## config.mk

```make
export PLATFORM = sky130hd
export DESIGN_NAME = fetch_ctrl_flat
export DESIGN_NICKNAME = d
export VERILOG_FILES = /design/src/rtl/ifq_pkg.sv /design/src/rtl/fetch_ctrl_if.sv /design/src/rtl/fetch_ctrl_refill_buffer.sv /design/src/rtl/fetch_ctrl.sv /design/src/flat_wrapper.sv
export SDC_FILE = /design/constraint.sdc
export NUM_CORES = 1
export LEC_CHECK = 0
export BUFFER_PORTS_ARGS = -buffer_cell sky130_fd_sc_hd__clkbuf_2
export CORE_AREA = 10 10 193 195
export CTS_BUF_LIST = sky130_fd_sc_hd__clkbuf_8
export DETAILED_ROUTE_END_ITERATION = 7
export DIE_AREA = 0 0 203 205
export GPL_TIMING_DRIVEN = 1
export REMOVE_ABC_BUFFERS = 1
export SLEW_MARGIN = 15
export SYNTH_ARGS = -nofsm -noshare
export SYNTH_HDL_FRONTEND = slang
export SYNTH_HIERARCHICAL = 1
export SYNTH_SLANG_ARGS = --single-unit
```

## constraint.sdc

```tcl
create_clock -name clk -period 1.6 [get_ports clk]
set_input_delay 0.24 -clock clk [delete_from_list [all_inputs] [get_ports clk]]
set_output_delay 0.24 -clock clk [all_outputs]
set_load 0.02 [all_outputs]
```

## src/rtl/ifq_pkg.sv

```systemverilog
// Shared fetch-controller definitions: FSM state encoding and cache-line geometry.
package ifq_pkg;

  localparam int unsigned WORDS_PER_LINE   = 4;
  localparam int unsigned LINE_OFFSET_BITS = 4;
  localparam int unsigned BEAT_BITS        = $clog2(WORDS_PER_LINE);

  typedef enum logic [1:0] {
    IDLE,
    LOOKUP,
    REFILL,
    WRITE
  } fetch_state_t;

endpackage

```

## src/rtl/fetch_ctrl_if.sv

```systemverilog
// Cache lookup/refill and memory word-request bus between fetch_ctrl and its memories.
interface fetch_ctrl_if #(
  parameter int unsigned DATA_WIDTH       = 32,
  parameter int unsigned CACHE_LINE_WIDTH = 128
);
  logic [DATA_WIDTH-1:0]       cache_addr;
  logic                        cache_hit;
  logic [CACHE_LINE_WIDTH-1:0] cache_line;
  logic                        cache_we;
  logic [CACHE_LINE_WIDTH-1:0] cache_wline;
  logic                        mem_req;
  logic [DATA_WIDTH-1:0]       mem_addr;
  logic                        mem_ack;
  logic [DATA_WIDTH-1:0]       mem_data;

  modport master (
    output cache_addr, cache_we, cache_wline, mem_req, mem_addr,
    input  cache_hit, cache_line, mem_ack, mem_data
  );

  modport slave (
    input  cache_addr, cache_we, cache_wline, mem_req, mem_addr,
    output cache_hit, cache_line, mem_ack, mem_data
  );
endinterface

```

## src/rtl/fetch_ctrl_refill_buffer.sv

```systemverilog
// Assembles a cache line from sequential memory words; beat counts the words received.
module refill_buffer
  import ifq_pkg::*;
#(
  parameter int unsigned DATA_WIDTH       = 32,
  parameter int unsigned CACHE_LINE_WIDTH = 128
) (
  input  logic                        clk,
  input  logic                        rst,
  input  logic                        clear,
  input  logic                        load,
  input  logic [DATA_WIDTH-1:0]       word,
  output logic [BEAT_BITS-1:0]        beat,
  output logic                        last_beat,
  output logic [CACHE_LINE_WIDTH-1:0] line
);

  always_ff @(posedge clk) begin
    if (rst || clear) begin
      beat <= '0;
      line <= '0;
    end else if (load) begin
      beat <= beat + BEAT_BITS'(1);
      for (int unsigned i = 0; i < WORDS_PER_LINE; i++) begin
        if (beat == BEAT_BITS'(i)) begin
          line[i*DATA_WIDTH +: DATA_WIDTH] <= word;
        end
      end
    end
  end

  assign last_beat = (beat == BEAT_BITS'(WORDS_PER_LINE - 1));

endmodule

```

## src/rtl/fetch_ctrl.sv

```systemverilog
// Instruction fetch controller: I-cache lookup, word-by-word refill on miss, and
// line delivery to the IFQ with redirect (flush) suppression of stale lines.
module fetch_ctrl
  import ifq_pkg::*;
#(
  parameter int unsigned DATA_WIDTH       = 32,
  parameter int unsigned CACHE_LINE_WIDTH = 128
) (
  input  logic                        clk,
  input  logic                        rst,
  input  logic [DATA_WIDTH-1:0]       pc_in,
  input  logic                        ifq_ready,
  input  logic                        flush,
  fetch_ctrl_if.master                bus,
  output logic [CACHE_LINE_WIDTH-1:0] D_out,
  output logic                        d_out_valid,
  output logic                        busy
);

  localparam logic [DATA_WIDTH-1:0] LINE_MASK =
    {{(DATA_WIDTH - LINE_OFFSET_BITS){1'b1}}, {LINE_OFFSET_BITS{1'b0}}};

  fetch_state_t state, next_state;

  logic [DATA_WIDTH-1:0]       line_addr;
  logic                        abort_pending;
  logic                        accept;
  logic                        refill_start;
  logic                        refill_load;
  logic [BEAT_BITS-1:0]        beat;
  logic                        last_beat;
  logic [CACHE_LINE_WIDTH-1:0] refill_line;

  assign accept       = ifq_ready && !flush;
  assign refill_start = (state == LOOKUP) && !flush && !bus.cache_hit;
  assign refill_load  = (state == REFILL) && bus.mem_ack;

  refill_buffer #(
    .DATA_WIDTH       (DATA_WIDTH),
    .CACHE_LINE_WIDTH (CACHE_LINE_WIDTH)
  ) u_refill_buffer (
    .clk       (clk),
    .rst       (rst),
    .clear     (refill_start),
    .load      (refill_load),
    .word      (bus.mem_data),
    .beat      (beat),
    .last_beat (last_beat),
    .line      (refill_line)
  );

  always_ff @(posedge clk) begin
    if (rst) begin
      state         <= IDLE;
      line_addr     <= '0;
      abort_pending <= 1'b0;
    end else begin
      state <= next_state;
      if ((state == IDLE) && accept) begin
        line_addr <= pc_in & LINE_MASK;
      end
      if (refill_start) begin
        abort_pending <= 1'b0;
      end else if (((state == REFILL) || (state == WRITE)) && flush) begin
        abort_pending <= 1'b1;
      end
    end
  end

  assign bus.cache_addr = line_addr;
  assign busy           = (state != IDLE) && !rst;

  always_comb begin
    next_state      = state;
    bus.mem_req     = 1'b0;
    bus.mem_addr    = '0;
    bus.cache_we    = 1'b0;
    bus.cache_wline = '0;
    D_out           = '0;
    d_out_valid     = 1'b0;

    case (state)
      IDLE: begin
        if (accept) next_state = LOOKUP;
      end
      LOOKUP: begin
        if (flush) begin
          next_state = IDLE;
        end else if (bus.cache_hit) begin
          D_out       = bus.cache_line;
          d_out_valid = 1'b1;
          next_state  = IDLE;
        end else begin
          next_state = REFILL;
        end
      end
      REFILL: begin
        bus.mem_req  = 1'b1;
        bus.mem_addr = line_addr + (DATA_WIDTH'(beat) << 2);
        if (bus.mem_ack && last_beat) next_state = WRITE;
      end
      WRITE: begin
        bus.cache_we    = 1'b1;
        bus.cache_wline = refill_line;
        D_out           = refill_line;
        // A redirect arriving in this very cycle also makes the line stale.
        d_out_valid     = !abort_pending && !flush;
        next_state      = IDLE;
      end
      default: next_state = IDLE;
    endcase

    // Outputs are held quiet for the whole reset window, even before the first edge.
    if (rst) begin
      bus.mem_req     = 1'b0;
      bus.mem_addr    = '0;
      bus.cache_we    = 1'b0;
      bus.cache_wline = '0;
      D_out           = '0;
      d_out_valid     = 1'b0;
    end
  end

endmodule

```

## src/flat_wrapper.sv

```systemverilog
// flat-port wrapper written by rule: the top's interface ports become plain ports
module fetch_ctrl_flat import ifq_pkg::*;
#(
  parameter int unsigned DATA_WIDTH       = 32,
  parameter int unsigned CACHE_LINE_WIDTH = 128
)
  (clk, rst, pc_in, ifq_ready, flush, D_out, d_out_valid, busy, bus_cache_addr, bus_cache_we, bus_cache_wline, bus_mem_req, bus_mem_addr, bus_cache_hit, bus_cache_line, bus_mem_ack, bus_mem_data);
  fetch_ctrl_if #(.DATA_WIDTH(DATA_WIDTH), .CACHE_LINE_WIDTH(CACHE_LINE_WIDTH)) bus_i ();
  input  logic clk;
  input  logic rst;
  input  logic [DATA_WIDTH-1:0] pc_in;
  input  logic ifq_ready;
  input  logic flush;
  output logic [CACHE_LINE_WIDTH-1:0] D_out;
  output logic d_out_valid;
  output logic busy;
  output wire logic [$bits(bus_i.cache_addr)-1:0] bus_cache_addr;
  output wire logic [$bits(bus_i.cache_we)-1:0] bus_cache_we;
  output wire logic [$bits(bus_i.cache_wline)-1:0] bus_cache_wline;
  output wire logic [$bits(bus_i.mem_req)-1:0] bus_mem_req;
  output wire logic [$bits(bus_i.mem_addr)-1:0] bus_mem_addr;
  input wire logic [$bits(bus_i.cache_hit)-1:0] bus_cache_hit;
  input wire logic [$bits(bus_i.cache_line)-1:0] bus_cache_line;
  input wire logic [$bits(bus_i.mem_ack)-1:0] bus_mem_ack;
  input wire logic [$bits(bus_i.mem_data)-1:0] bus_mem_data;
  assign bus_cache_addr = bus_i.cache_addr;
  assign bus_cache_we = bus_i.cache_we;
  assign bus_cache_wline = bus_i.cache_wline;
  assign bus_mem_req = bus_i.mem_req;
  assign bus_mem_addr = bus_i.mem_addr;
  assign bus_i.cache_hit = bus_cache_hit;
  assign bus_i.cache_line = bus_cache_line;
  assign bus_i.mem_ack = bus_mem_ack;
  assign bus_i.mem_data = bus_mem_data;
  fetch_ctrl #(.DATA_WIDTH(DATA_WIDTH), .CACHE_LINE_WIDTH(CACHE_LINE_WIDTH)) u_core (.clk(clk), .rst(rst), .pc_in(pc_in), .ifq_ready(ifq_ready), .flush(flush), .bus(bus_i), .D_out(D_out), .d_out_valid(d_out_valid), .busy(busy));
endmodule
```

==> results.cfg <==
[clocking]
cts_tree = built
clockRootBuffer = clkbuf_8
cts_num_sinks = 161
cts_max_level = 4
cts_inserted_buffers = 17
worstSkewPairLatency_ns = 0.46
cts-root-to-sink-buffers = 2
clk_pin_slew_ns = 0.09

[synthesis]
synthFlopType = dfxtp_1
synth_seq_area_share_pct = 29.75
netlist_instances = 1124
synth.ff_latch_count = 161
number_of_flops_mapped_to_enable_cells_by_yosys = 0
syn_area_um2 = 10830
async_flop_share_pct = 0
syn_area_per_cell_um2 = 9.639
post_synth_num_cell_types = 34
yosys_warnings = 6

[grt]
grt_first_pass_wirelength_um = 67430
overall_fraction_of_global_route_tracks_in_use_pct = 20.18
via_count_of_the_first_global_routing_pass = 11518
grt_max_degree = 76
global_route.overflow_total = 0
number_of_antenna_violations_at_the_first_check_in_global_routing = 0

[setup_path]
setup.worst_path.class = reg -> out
cp_required_ns = 1.36
critPathLaunchType = flip-flop
critPathMaxFanout = 15
critical_path_arrival_ns = 1.85
end_kind = output port

[sta]
final_hold_viol_count = 0
final-max-slew-violation-count = 0
setup_total_negative_slack_ns = -122.16
setup_repair_after_global_routing_missed_its_margin = true
worstMarginPinSlew_ns = 0.6632
slew-limit-headroom_pct = 55.79
fin_ws_ns = -0.4914
worst_clock_skew_ns = 0.009895
achievable_frequency_ghz = 0.4781
setup_viol = 448
final_period_utilization_pct = 130.7
fin_crit_ns = 2.091

[detailed_routing]
detail_route.iter0.violations = 643
drc = 0
ant_nets = 0
drt_pre_antenna_iters = 5
route.final.wire_length_um = 49230
routed_via_density = 5.529
vias = 11645
post_drt_wl_per_cell_um = 23.38

[status]
status = finished, violations left
failed_checks = setup timing

[place]
portBuffers = 511
hpwlAfterDp_um = 31200
gp_congestion = 0.8321

[min_path]
worst_hold_check_path_type = in -> reg

[pwr]
power-per-cell-area_nw_per_um2 = 541.5
leakage_nw = 8.376
ir_drop_uv = 413.0
totalPowerFinal_mw = 8.922

[floorplanning]
fp-row-count = 67
die-area_um2 = 41620
floorplan.initialDensity_pct = 32.55
io_pins = 522
die-width_um = 203
fp.coreArea_um2 = 33280
die_height_um = 205

[layout]
drive_gt1_share_pct = 50.75
design.final.nets = 1847
layout.core_utilization_pct = 49.51
areaGrowthSynthToFinish_pct = 52.07
n_fill_cell = 3056

[run]
cap_viol_max_count = 0
-- power by group --
| part | switching, mW | total, mW | leakage (nW) | internal, mW |
|---|---|---|---|---|
| Clock | 1.72 | 3.31 | 0.199 | 1.58 |
| Combinational | 0.823 | 1.53 | 6.88 | 0.706 |
| Sequential | 0.0421 | 4.09 | 1.30 | 4.05 |
| Total | 2.59 | 8.92 | 8.38 | 6.33 |
-- per-layer routing --
| metal | share of wire [%] | track usage [%] |
|---|---|---|
| met1 | 41 | 23.32 |
| met3 | 8.1 | 5.907 |
| met4 | 2.1 | 6.128 |
| met2 | 48 | 35.27 |
| met5 | 0 | 0 |
-- through the flow --
stage / setup WS [ns] / hold WS [ns] / cell area [um^2] / cells
finish: -0.4914 / 0.04669 / 16480 / 2106
global route: -0.5938 / 0.01089 / 16470 / 2105
CTS: -0.5407 / 0.002535 / 15450 / 2080
detailed placement: -0.1089 / 0.4825 / 14110 / 2006
global placement: -0.09237 / 0.4726 / 14110 / 2006
floorplan: -5.602 / 0.3128 / 9797 / 952
-- sequential cells by signal (all words and copies together) (netlist names), named ones only --
| name | count |
|---|---|
| u_core/abort_pending | 1 |
| u_core/bus.cache_addr | 28 |
| u_core/u_refill_buffer/beat | 2 |
| u_core/state | 1 |
| u_core/u_refill_buffer/line | 128 |
-- placed cells by master, fill, tap and decap left out, drive strengths merged, types with 2 or more instances in the layout --
cell,synthesis,final
clkbuf,71,436
buf,106,232
dfxtp,161,161
nand3,129,129
a21oi,129,129
a41o,128,128
and4b,128,128
a21bo,128,128
nand2b,58,58
and2,31,31
mux2i,29,29
dlygate4sd3,0,24
conb,1,6
inv,4,6
nor2,5,5
clkinvlp,0,4
ha,4,4
clkinv,0,4
bufinv,0,3
nor4b,2,2
-- critical path: stages (launching register included) --
cell and delay, ns:
dfxtp_4 0.41, nor2_4 0.20, buf_12 0.20, buf_16 0.17
a41o_1 0.22, clkbuf_8 0.15
-- what timing repair did --
item,4_1_cts,5_1_grt
endpoints found under the setup margin,292,448
resized for setup,79,299
cloned,9,21
hold buffers,23,1
endpoints found under the hold margin,23,1
pin swaps,22,78
setup buffers,11,6
-- Yosys cell counts, drive strengths merged, types with 2 or more instances --
| cell type | n | area share (%) |
|---|---|---|
| dfxtp | 161 | 30 |
| a21oi | 129 | 9.4 |
| nand3 | 129 | 6.0 |
| a21bo | 128 | 12 |
| a41o | 128 | 12 |
| and4b | 128 | 12 |
| buf | 106 | 7.3 |
| clkbuf | 71 | 2.5 |
| nand2b | 58 | 3.3 |
| and2 | 31 | 1.8 |
| mux2i | 29 | 2.7 |
| nor2 | 5 | 0.17 |
| ha | 4 | 0.46 |
| inv | 4 | 0.14 |
| nor4b | 2 | 0.28 |
-- cell type report --
cell class                 count  area, um^2  share of cell area [%]
multi-input combinational    787        6621                   40.19
sequential                   161        3231                   19.61
timing repair buffer         674        5634                   34.20
antenna                        1       2.502                 0.01519
tap                          448       560.5                   3.402
clock inverter                13       163.9                  0.9948
inverter                       4       15.01                 0.09113
clock buffer                  18       247.7                   1.504
-- cells by family (layout without fill, tap and decap cells) --
family	after synthesis	count (layout)	share of synthesized area [%]
flip-flops	161	161	29.75
AO/OA/AOI/OAI	388	388	33.31
multiplexers	29	29	2.679
buffers and inverters	181	709	9.886
adder cells (fa/ha/maj)	4	4	0.4620
other	1	7	0.03461
AND/OR/NAND/NOR	359	359	23.80
XOR/XNOR	1	1	0.08086
-- path summary, 6_finish.rpt --
| path | endpoint | from | cells past startpoint | slack (ns) |
|---|---|---|---|---|
| worst max-delay path | D_out[54] | flip-flop | 5 | -0.49 |
| worst min register to register | u_core/bus.cache_addr[16]$_SDFFE_PP0P_ | u_core/bus.cache_addr[16]$_SDFFE_PP0P_ | 2 | 0.49 |
| worst max register to register | u_core/bus.cache_addr[12]$_SDFFE_PP0P_ | flip-flop | 6 | -0.18 |
| worst min-delay path | u_core/state[0]$_SDFFE_PP0P_ | bus_mem_ack | 3 | 0.05 |
(Power assumes the default switching activity.)
